File: src/rtl/usb_rx_nrzi_unstuff.sv
// USB full-speed receive bit recovery: NRZI decode, bit-stuff removal and stuff-error
// detection, producing a qualified serial bit stream with a byte-boundary strobe.
module usb_rx_nrzi_unstuff #(
    parameter int unsigned STUFF_LEN = 6,
    parameter logic        IDLE_LINE = 1'b1
) (
    input  logic clk,
    input  logic nRst,
    input  logic d_line,
    input  logic sample_en,
    input  logic rx_active,
    input  logic clear,
    output logic din_out,
    output logic bit_valid,
    output logic byte_done,
    output logic stuff_error
);

    typedef enum logic [1:0] {
        IDLE    = 2'd0,
        RECEIVE = 2'd1,
        STUFF   = 2'd2
    } state_t;

    localparam logic [3:0] LP_STUFF_LEN = 4'(STUFF_LEN);

    state_t     r_state;
    logic       r_prev_line;
    logic [3:0] r_ones_cnt;
    logic [2:0] r_bit_cnt;
    logic       r_din;
    logic       r_bit_valid;
    logic       r_byte_done;
    logic       r_stuff_error;

    state_t     w_state_nxt;
    logic       w_prev_line_nxt;
    logic [3:0] w_ones_cnt_nxt;
    logic [2:0] w_bit_cnt_nxt;
    logic       w_din_nxt;
    logic       w_bit_valid_nxt;
    logic       w_byte_done_nxt;
    logic       w_stuff_error_nxt;
    logic       w_stuff_set;
    logic       w_decoded;
    logic [3:0] w_ones_inc;

    assign w_decoded  = (d_line == r_prev_line);
    assign w_ones_inc = r_ones_cnt + 4'd1;

    always_comb begin
        w_state_nxt       = r_state;
        w_prev_line_nxt   = r_prev_line;
        w_ones_cnt_nxt    = r_ones_cnt;
        w_bit_cnt_nxt     = r_bit_cnt;
        w_din_nxt         = r_din;
        w_bit_valid_nxt   = 1'b0;
        w_byte_done_nxt   = 1'b0;
        w_stuff_set       = 1'b0;
        w_stuff_error_nxt = r_stuff_error;

        if (!rx_active) begin
            w_state_nxt     = IDLE;
            w_prev_line_nxt = IDLE_LINE;
            w_ones_cnt_nxt  = 4'd0;
            w_bit_cnt_nxt   = 3'd0;
        end else begin
            unique case (r_state)
                // IDLE already holds the line/counter reset values, so the sample
                // arriving with rx_active is processed exactly like one in RECEIVE.
                IDLE, RECEIVE: begin
                    w_state_nxt = RECEIVE;
                    if (sample_en) begin
                        w_prev_line_nxt = d_line;
                        w_din_nxt       = w_decoded;
                        w_bit_valid_nxt = 1'b1;
                        w_bit_cnt_nxt   = r_bit_cnt + 3'd1;
                        w_byte_done_nxt = (r_bit_cnt == 3'd7);
                        if (w_decoded) begin
                            w_ones_cnt_nxt = w_ones_inc;
                            if (w_ones_inc == LP_STUFF_LEN) begin
                                w_state_nxt = STUFF;
                            end
                        end else begin
                            w_ones_cnt_nxt = 4'd0;
                        end
                    end
                end
                STUFF: begin
                    if (sample_en) begin
                        w_prev_line_nxt = d_line;
                        w_ones_cnt_nxt  = 4'd0;
                        w_state_nxt     = RECEIVE;
                        w_stuff_set     = w_decoded;
                    end
                end
                default: w_state_nxt = IDLE;
            endcase
        end

        if (clear) begin
            w_bit_cnt_nxt     = 3'd0;
            w_stuff_error_nxt = 1'b0;
        end
        if (w_stuff_set) begin
            w_stuff_error_nxt = 1'b1;
        end
    end

    always_ff @(posedge clk or negedge nRst) begin
        if (!nRst) begin
            r_state       <= IDLE;
            r_prev_line   <= IDLE_LINE;
            r_ones_cnt    <= 4'd0;
            r_bit_cnt     <= 3'd0;
            r_din         <= 1'b0;
            r_bit_valid   <= 1'b0;
            r_byte_done   <= 1'b0;
            r_stuff_error <= 1'b0;
        end else begin
            r_state       <= w_state_nxt;
            r_prev_line   <= w_prev_line_nxt;
            r_ones_cnt    <= w_ones_cnt_nxt;
            r_bit_cnt     <= w_bit_cnt_nxt;
            r_din         <= w_din_nxt;
            r_bit_valid   <= w_bit_valid_nxt;
            r_byte_done   <= w_byte_done_nxt;
            r_stuff_error <= w_stuff_error_nxt;
        end
    end

    assign din_out     = r_din;
    assign bit_valid   = r_bit_valid;
    assign byte_done   = r_byte_done;
    assign stuff_error = r_stuff_error;

endmodule

File: config.mk
export PLATFORM = sky130hd
export DESIGN_NAME = usb_rx_nrzi_unstuff
export DESIGN_NICKNAME = d
export VERILOG_FILES = /design/src/rtl/usb_rx_nrzi_unstuff.sv
export SDC_FILE = /design/constraint.sdc
export NUM_CORES = 1
export LEC_CHECK = 0
export CAP_MARGIN = 0
export CORE_MARGIN = 1
export CORE_UTILIZATION = 40
export CTS_CLUSTER_DIAMETER = 200
export DETAILED_ROUTE_END_ITERATION = 10
export GPL_TIMING_DRIVEN = 0
export PLACE_DENSITY = 0.59
export RECOVER_POWER = 25
export SLEW_MARGIN = 20
export SYNTH_ARGS = -nofsm -noshare
export SYNTH_HDL_FRONTEND = slang
export SYNTH_SLANG_ARGS = --single-unit
File: constraint.sdc
create_clock -name clk -period 1.63 [get_ports clk]
set_clock_uncertainty 0.15 [all_clocks]
set_input_delay 0.326 -clock clk [delete_from_list [all_inputs] [get_ports clk]]
set_output_delay 0.326 -clock clk [all_outputs]
set_load 0.03 [all_outputs]
## Word level (Yosys, flattened, before mapping)

Index checks and enable logic that the tools add are counted.

- Reductions and logical operators: 8
- $add $sub $neg: 2
- Mux-type cells: 29
- Order comparisons: 0
- Multiply operators: 0
- Eq/ne operators: 12
- Bitwise logic cells: 0
- Shifts and indexed selects: 0
- Div/mod/pow operators: 0

Operators by type and width:

| operator | count |
|---|---|
| 2-to-1 mux 4 bit | 4 |
| 2-to-1 mux 1 bit | 14 |
| 2-to-1 mux 3 bit | 4 |
| 2-to-1 mux 2 bit | 5 |
| case mux 4 bit (2 select lines) | 1 |
| != test 3 x 1 -> 1 bit, second input constant | 2 |
| != test 3 bit, second input constant | 2 |
| AND reduction 3 bit | 2 |
| adder 4 x 1 -> 4 bit, second input constant | 1 |
| equality test 4 x 3 -> 1 bit, second input constant | 1 |
| != test 2 bit, second input constant | 2 |
| case mux 2 bit (2 select lines) | 1 |
| AND reduction 2 bit | 2 |
| adder 3 x 1 -> 3 bit, second input constant | 1 |
| equality test 3 bit, second input constant | 1 |
| != test 3 x 2 -> 1 bit, second input constant | 1 |
| OR reduction 3 bit | 1 |
| equality test 2 x 1 -> 1 bit, second input constant | 1 |
| equality test 2 bit, second input constant | 1 |
| logical NOT 2 bit | 1 |
| nonzero test 2 bit | 1 |
| OR reduction 2 bit | 1 |
| equality test 1 bit | 1 |

- RAM bits: 0
- ROM bits: 0
- Word-level logic and storage cells: 59
- Latch bits: 0
- Output and inout port bits: 4
- Input port bits: 6
- Memories kept: 0
- Register bits after elaboration: 14

## Longest topological paths before layout

Gate-level depths: netlist of run 1.

- Depth after elaboration: 7
- Depth in mapped cells: 4
- Depth with buffers taken out: 4

## Worst setup path before layout of run 1

No wires, ideal clock.

- Path type: register -> register
- Start: register r_ones_cnt[0]
- End: register r_state[0]
- Setup slack: 0.204 ns
- Library setup time: 0.126 ns
- Period minus slack after synthesis: 1.426 ns
- Cell stages (with the launch flop): 5
- Arrival: 1.150 ns
- Path buffers: 0
- Data required time: 1.354 ns
- Path through: dfrtp_1 -> ha_1 -> xor2_1 -> nand2_1 -> o311a_1

- Word-level cells in the longest chain between the ends: 7

Ends and longest elaborated chain:

| element | line | text |
|---|---|---|
| from (decl) | 29 | `logic [3:0] r_ones_cnt;` |
| from (signal assigned) | 123 | `r_ones_cnt <= w_ones_cnt_nxt;` |
| adder 4 x 1 -> 4 bit | 49 | `assign w_ones_inc = r_ones_cnt + 4'd1;` |
| equality test 4 x 3 -> 1 bit | 81 | `if (w_ones_inc == LP_STUFF_LEN) begin` |
| 2-to-1 mux 2 bit | 81 |  |
| 2-to-1 mux 2 bit | 79 | `if (w_decoded) begin` |
| 2-to-1 mux 2 bit | 73 | `if (sample_en) begin` |
| case mux 2 bit (2 select lines) | 68 | `unique case (r_state)` |
| 2-to-1 mux 2 bit | 62 | `if (!rx_active) begin` |
| to (signal assigned) | 121 | `r_state <= w_state_nxt;` |
| to (decl) | 27 | `state_t r_state;` |

Every way passes these cells.
A chain may end at the register's enable or synchronous reset.

## Final worst setup path of run 1

- Start: input sample_en
- End: register r_state[0]

- Word-level cells in the longest chain between the ends: 3
- Elaborated cells between the ends (all ways): 4
- Classes of those cells: 1 x eq/ne; 3 x mux

Ends and longest elaborated chain:

| element | line | text |
|---|---|---|
| from (decl) | 10 | `input logic sample_en,` |
| 2-to-1 mux 2 bit | 73 |  |
| case mux 2 bit (2 select lines) | 68 |  |
| 2-to-1 mux 2 bit | 62 |  |

Parallel ways exist; a longest one is shown, timed or not.

==> impl_results.md, run 1 <==
- Status: finished, violations left
- Violated checks: design-rule violations
- Final Worst Setup Slack: approximately 110 ps
- Worst rel slew slack: ~58%
- PortBufs: 8
- Most instantiated cells after synthesis: dfrtp_1, nand2_1, ha_1, inv_1, mux2i_1
- Critical Path AT: ~1500 ps
- Initial core utilization: approximately 45%
- Storage cell area: 352 um^2
- Worst skew pair latency: approximately 270 ps
- Nets: between 80 and 90
- CTS clk-pin slew, worst paths: around 80 ps
- Final Setup Violations: 0
- Worst path max stage delay: between 500 and 600 ps
- Post-Syn Nets: between 60 and 70
- Critical-path cell list: clkdlybuf4s50_1, nor2b_4, buf_6, nand2_1, o311a_1
- Seq/Total Area, Yosys: roughly half
- Crit-path max FO: 8
- Die Width: around 44 um
- Post-synth EDFFs: 0
- Hold Crit Class: primary input to flip-flop
- Number of synthesized register bits: 14
- Fin. max-slew vios: 0
- Syn Std Cell Area: approximately 700 um^2
- CTS Hold Buffers Added: 0
- Post-Synthesis Cells: 59
- Synth unique cells: 26
- Max_cap viols: 0
- DR vias/cell: around 5.4
- Share of the synthesized area in the top cell type: ~47%
- Worst Tran Pin Value: about 630 ps
- Vias post-DR: around 470
- Post-CTS setup buffers: 0
- Core area: 1560 um^2
- Area grow syn2layout: 17.4%
- Area taken by multi-input logic gates: around 310 um^2
- DP HPWL: roughly 840 um
- Worst slack, placed: -173 ps
- Die height: 43.7 um
- Yosys warnings: 0
- WL final: 1.14 mm
- Pre-antenna DRT Iters: 6
- Fin Setup TNS: 0 ps
- Most frequent cell after synthesis: dfrtp_1
- F_max: 659 MHz
- Reg2reg setup slack: 120 ps
- TritonCTS sink count: 14
- Final core utilization: approximately 52%
- Fill cells: ~140
- GR Util All Layers: between 10% and 20%
- H-tree levels: 1
- Total CTS buffers: 3
- Post-synthesis async set-or-reset flop share: 100%
- Worst setup EP type: flip-flop
- ANT nets after route: 0
- Peak VDD IR: 463 uV
- Syn avg cell area: ~12 um^2
- CTS resizes: 4
- Fraction of final layout cells sized beyond drive strength 1: ~15%
- Period utilisation layout: about 93%
- Diode count: 0
- P_leak: approximately 0.41 nW
- Pwr Density: 798 nW/um^2
- Largest net degree at the start of global routing: 15
- Critical-path top delay cell: clkdlybuf4s50_1
- RePlAce Congestion: 0.662
- RSZ-0062 raised after global routing: no
- Clk buf depth: 2
- Root Buffer: clkbuf_4
- TritonCTS clock tree: yes
- Number of global-route vias before repair: roughly 450
- DIE AREA: about 1900 um^2
- Initial antenna violation count: 0
- First-pass GRT wire length: approximately 1.9 mm
- Main area contributors after synthesis: dfrtp_1, ha_1, mux2i_1
- Crit path launch type: primary input
- Grt ovf: 0
- Synth area leader: dfrtp_1
- Final Hold Fails: 0
- Top FF cell, synth: dfrtp_1
- Crit Path Category: primary input to flip-flop
- Worst endpoint required time: 1640 ps
- Final min period: 1520 ps
- Drt initial violations: 1
- IO Pins: 10
- DRC violations left: 1
- Row cnt: 14
- Routed len/inst: 13.1 um
## final timing paths
kind | cells past startpoint | to | from
max | 5 | r_state[0] | sample_en
max reg2reg | 4 | r_state[0] | r_ones_cnt[0]
min in group asynchronous | 1 | stuff_error | nRst
max in group asynchronous | 1 | r_ones_cnt[1] | nRst
min | 2 | r_prev_line | rx_active
min reg2reg | 1 | din_out | din_out
## cell usage in the layout (no fill, tap or decap), types with 2 or more instances in the layout
cell,count
clkbuf_4,3
clkdlybuf4s50_1,3
dfrtp_1,13
dlygate4sd2_1,4
ha_1,4
inv_1,4
mux2i_1,4
nand2_1,5
nand2b_1,2
nand3_1,2
nor2_1,3
o22ai_1,2
o2bb2ai_1,2
xnor2_1,2
xor2_1,2
## cell families (layout without fill, tap and decap cells)
kind of cell,Yosys count,count (layout),synth area share [%]
xor gates and xnor gates,5,5,7.36
DFF,14,14,50.4
and+or+nand+nor,17,17,14.0
adders and majority gates,4,4,7.18
AOI/OAI and AO/OA,9,9,10.8
muxes,4,4,5.75
buffers and inverters,6,18,4.49
## critical path, delay by kind of cell
| kind | cells | cell delay, ps |
|---|---|---|
| AO/OA/AOI/OAI | 1 | 280 |
| buffers and inverters | 2 | 690 |
| AND/OR/NAND/NOR | 2 | 230 |
## registers in the layout, indices dropped and copies added, names as in the netlist
name	count
stuff_error	1
r_ones_cnt	4
byte_done	1
din_out	1
r_prev_line	1
r_bit_cnt	3
bit_valid	1
r_state	2
## per-layer routing
layer	part of all wire (%)	GRT usage [%]	up-vias
met5	0	0	-
met4	0	7.50	0
met3	3.8	2.50	0
met2	45	21.5	8
met1	51	19.3	231
li1	-	-	227
## power breakdown
| group | internal (mW) | switching (mW) |
|---|---|---|
| clock | 0.0946 | 0.102 |
| sequential | 0.360 | 0.00871 |
| combinational | 0.0395 | 0.0485 |
| total | 0.494 | 0.159 |
## stage by stage
stage | hold WS, ps | instance area, um^2 | cells | total power [mW]
final | 173 | 818 | 87 | 0.653
after global placement | 318 | 797 | 83 | 0.468
after detailed placement | 322 | 797 | 83 | 0.469
after floorplan | -120 | 697 | 59 | 0.430
after CTS | 167 | 818 | 87 | 0.667
after global routing | 176 | 818 | 87 | 0.700
## cell type report
cell class              instances  share of cell area (%)
plain buffers                   2                    1.99
clock buffers                   4                    3.21
inverters                       4                    1.83
multi-input cells              39                    38.4
flip-flops and latches         14                    43.0
well taps                      16                    2.45
repair buffers                  8                    9.17
Note: power is estimated with default switching activity, not from simulation.
==> run 2: changes to the inputs <==
--- a/config.mk
+++ b/config.mk
@@ -5,7 +5,6 @@
 export SDC_FILE = /design/constraint.sdc
 export NUM_CORES = 1
 export LEC_CHECK = 0
-export CAP_MARGIN = 0
 export CORE_MARGIN = 1
 export CORE_UTILIZATION = 40
 export CTS_CLUSTER_DIAMETER = 200
==> results of run 2 <==
No change in the layout: final DEF, timing and power equal those of run 1.
==> run 3: changes to the inputs <==
--- a/config.mk
+++ b/config.mk
@@ -10,7 +10,6 @@
 export CTS_CLUSTER_DIAMETER = 200
 export DETAILED_ROUTE_END_ITERATION = 10
 export GPL_TIMING_DRIVEN = 0
-export PLACE_DENSITY = 0.59
 export RECOVER_POWER = 25
 export SLEW_MARGIN = 20
 export SYNTH_ARGS = -nofsm -noshare
==> run 3 against run 2 <==
Effect of this change:
- the run still ends with design-rule violations left
- largest cell class unchanged
- highest routed layer is now met4
- clock power up 27%
- worst setup slack lost 15 ps
- first-iteration DRC count grew to 6.0 times the previous value
- core utilization is 0.64 points higher
==> impl_results.md, run 3 (synthesis gave the netlist of run 1 again) <==
- Leading cell type in the layout, fill and taps excluded: dfrtp_1
- TritonCTS clock tree: yes
- Period utilisation layout: 94.0% (+0.91 points)
- Hold Crit Class: primary input to flip-flop
- Vias post-DR: 451 (-3.2%)
- Critical-path cell list: dlygate4sd2_1
- RePlAce Congestion: 0.655 (-1.0%)
- Reg2reg setup slack: 140 ps (+20 ps)
- Number of flip-flops in the largest register: 4 (unchanged)
- Worst endpoint required time: 1150 ps (-490 ps)
- Fraction of final layout cells sized beyond drive strength 1: 16.9% (+1.4 points)
- Final Setup Violations: 0 (unchanged)
- CP Depth: 1 (-4)
- Critical-path top delay cell: dlygate4sd2_1
- Critical Path AT: 1060 ps (-470 ps)
- Fin. max-slew vios: 0 (unchanged)
- Dpl cells: 83 (unchanged)
- Family with the most delay on the worst path: buffers and inverters
- Largest regs: r_ones_cnt: 4 flops, r_bit_cnt: 3 flops, r_state: 2 flops
- Worst skew pair latency: 280 ps (about the same)
- GR Util All Layers: 15.9% (+1.7 points)
- RSZ-0062 raised after global routing: no
- WHS Path Cells: 2 (unchanged)
- F_max: 653 MHz (-0.97%)
- Die height: 43.7 um (unchanged)
- Worst path max stage delay: 410 ps (-140 ps)
- DP HPWL: 840 um (+0.26%)
- DRC violations left: 1 (unchanged)
- Clk buf depth: 2 (unchanged)
- Worst Hold Endpoint: r_prev_line
- Worst rel slew slack: 57.9% (+0.39 points)
- TritonCTS sink count: 14 (unchanged)
- Core area: 1560 um^2 (unchanged)
- Initial core utilization: 44.7% (unchanged)
- CTS Hold Buffers Added: 0 (unchanged)
- Status: finished, violations left
- Pwr Density: 849 nW/um^2 (+6.4%)
- Max_cap viols: 0 (unchanged)
- Worst reg2reg path depth: 4 (unchanged)
- Post-CTS setup buffers: 0 (unchanged)
- Root Buffer: clkbuf_4
- ANT nets after route: 0 (unchanged)
- Crit-path max FO: 2 (-6)
- Initial antenna violation count: 0 (unchanged)
- Row cnt: 14 (unchanged)
- CTS clk-pin slew, worst paths: 90 ps (about the same)
- Violated checks: design-rule violations
- Die Width: 43.7 um (unchanged)
- Worst Tran Pin Value: 629 ps (-5.80 ps)
- WL final: 1.14 mm (+0.35%)
- Pre-antenna DRT Iters: 7 (+1)
- Final min period: 1530 ps (+14.8 ps)
- Routed len/inst: 13.1 um (+0.35%)
- Crit Path Category: flip-flop to output port
- Hold Startpoint: rx_active
- CP Buf/Inv Count: 1 (-1)
- Area grow syn2layout: 18.9%
- Diode count: 0 (unchanged)
- Final Worst Setup Slack: 97.9 ps (-14.8 ps)
- Fin cells: 87 (unchanged)
- Grt ovf: 0 (unchanged)
- Worst R2R Start: r_ones_cnt[0]
- Largest net degree at the start of global routing: 15 (unchanged)
- Worst slack, placed: -156 ps (+17.0 ps)
- DR vias/cell: 5.18 (-3.2%)
- Final Hold Fails: 0 (unchanged)
- First-pass GRT wire length: 2.07 mm (+6.4%)
- RR Endpoint: r_state[0]
- Most frequent cells in the layout: dfrtp_1, nand2_1
- P_leak: 0.419 nW (+1.5%)
- Drt initial violations: 6 (+5)
- IO Pins: 10 (unchanged)
- PortBufs: 8 (unchanged)
- Peak VDD IR: 358 uV (-23%)
- DIE AREA: 1910 um^2 (unchanged)
- Worst setup EP type: output port
- Crit path launch type: flip-flop
- Total CTS buffers: 3 (unchanged)
- H-tree levels: 1 (unchanged)
- Nets: 82 (unchanged)
- Top reg by flops: r_ones_cnt
- Number of global-route vias before repair: 449 (unchanged)
## run 3: changes by cell type in the layout (fill, tap and decap cells not counted)
cell      change
clkbuf_1      -1
clkbuf_8      +1
## run 3: how the worst max path moves through the flow
| stage | startpoint | to | slack, ps |
|---|---|---|---|
| 2_1_floorplan | r_ones_cnt[0] | r_state[0] | 200 |
| 3_3_place_gp | d_line | r_state[0] | -170 |
| 3_5_place_dp | sample_en | r_state[0] | -160 |
| 4_1_cts | stuff_error | stuff_error | 80 |
| 5_1_grt | r_ones_cnt[0] | r_state[0] | 20 |
| 6_report | stuff_error | stuff_error | 100 |
## run 3: report_power, final
| part | internal [mW] | switching, mW |
|---|---|---|
| Combinational | 0.0395 | 0.0470 |
| Clock | 0.136 | 0.112 |
| Sequential | 0.360 | 0.00881 |
| Total | 0.536 | 0.168 |
## run 3: layout make-up
cell class / instances / area, um^2
buffer: 2 / 16.3
clock buffer: 4 / 36.3
sequential: 14 / 352
fill: 142 / 731
multi-input combinational: 39 / 314
tap: 16 / 20.0
timing repair buffer: 8 / 75.1
inverter: 4 / 15.0
## run 3: stage by stage
step / hold slack (ps) / util, % / total power, mW / area [um^2] / setup TNS (ps)
finish: 171 / 53.1 / 0.703 / 828 / 0
detailed placement: 323 / 51.1 / 0.469 / 797 / -603
global placement: 315 / 51.1 / 0.468 / 797 / -622
global route: 169 / 53.1 / 0.749 / 828 / 0
CTS: 161 / 53.1 / 0.720 / 828 / 0
floorplan: -120 / - / 0.430 / 697 / 0
## run 3: per-layer routing
layer	wire length, um	global-route usage, %	up-vias
met1	602	21.3	216
met5	0	0	-
li1	-	-	226
met3	38	5.00	2
met2	488	21.5	7
met4	13	11.3	0
## run 3: what timing repair did
item                                    4_1_cts  5_1_grt
endpoints found under the setup margin        4        0
resized for setup                             4        0
hold endpoints to repair                      0        0
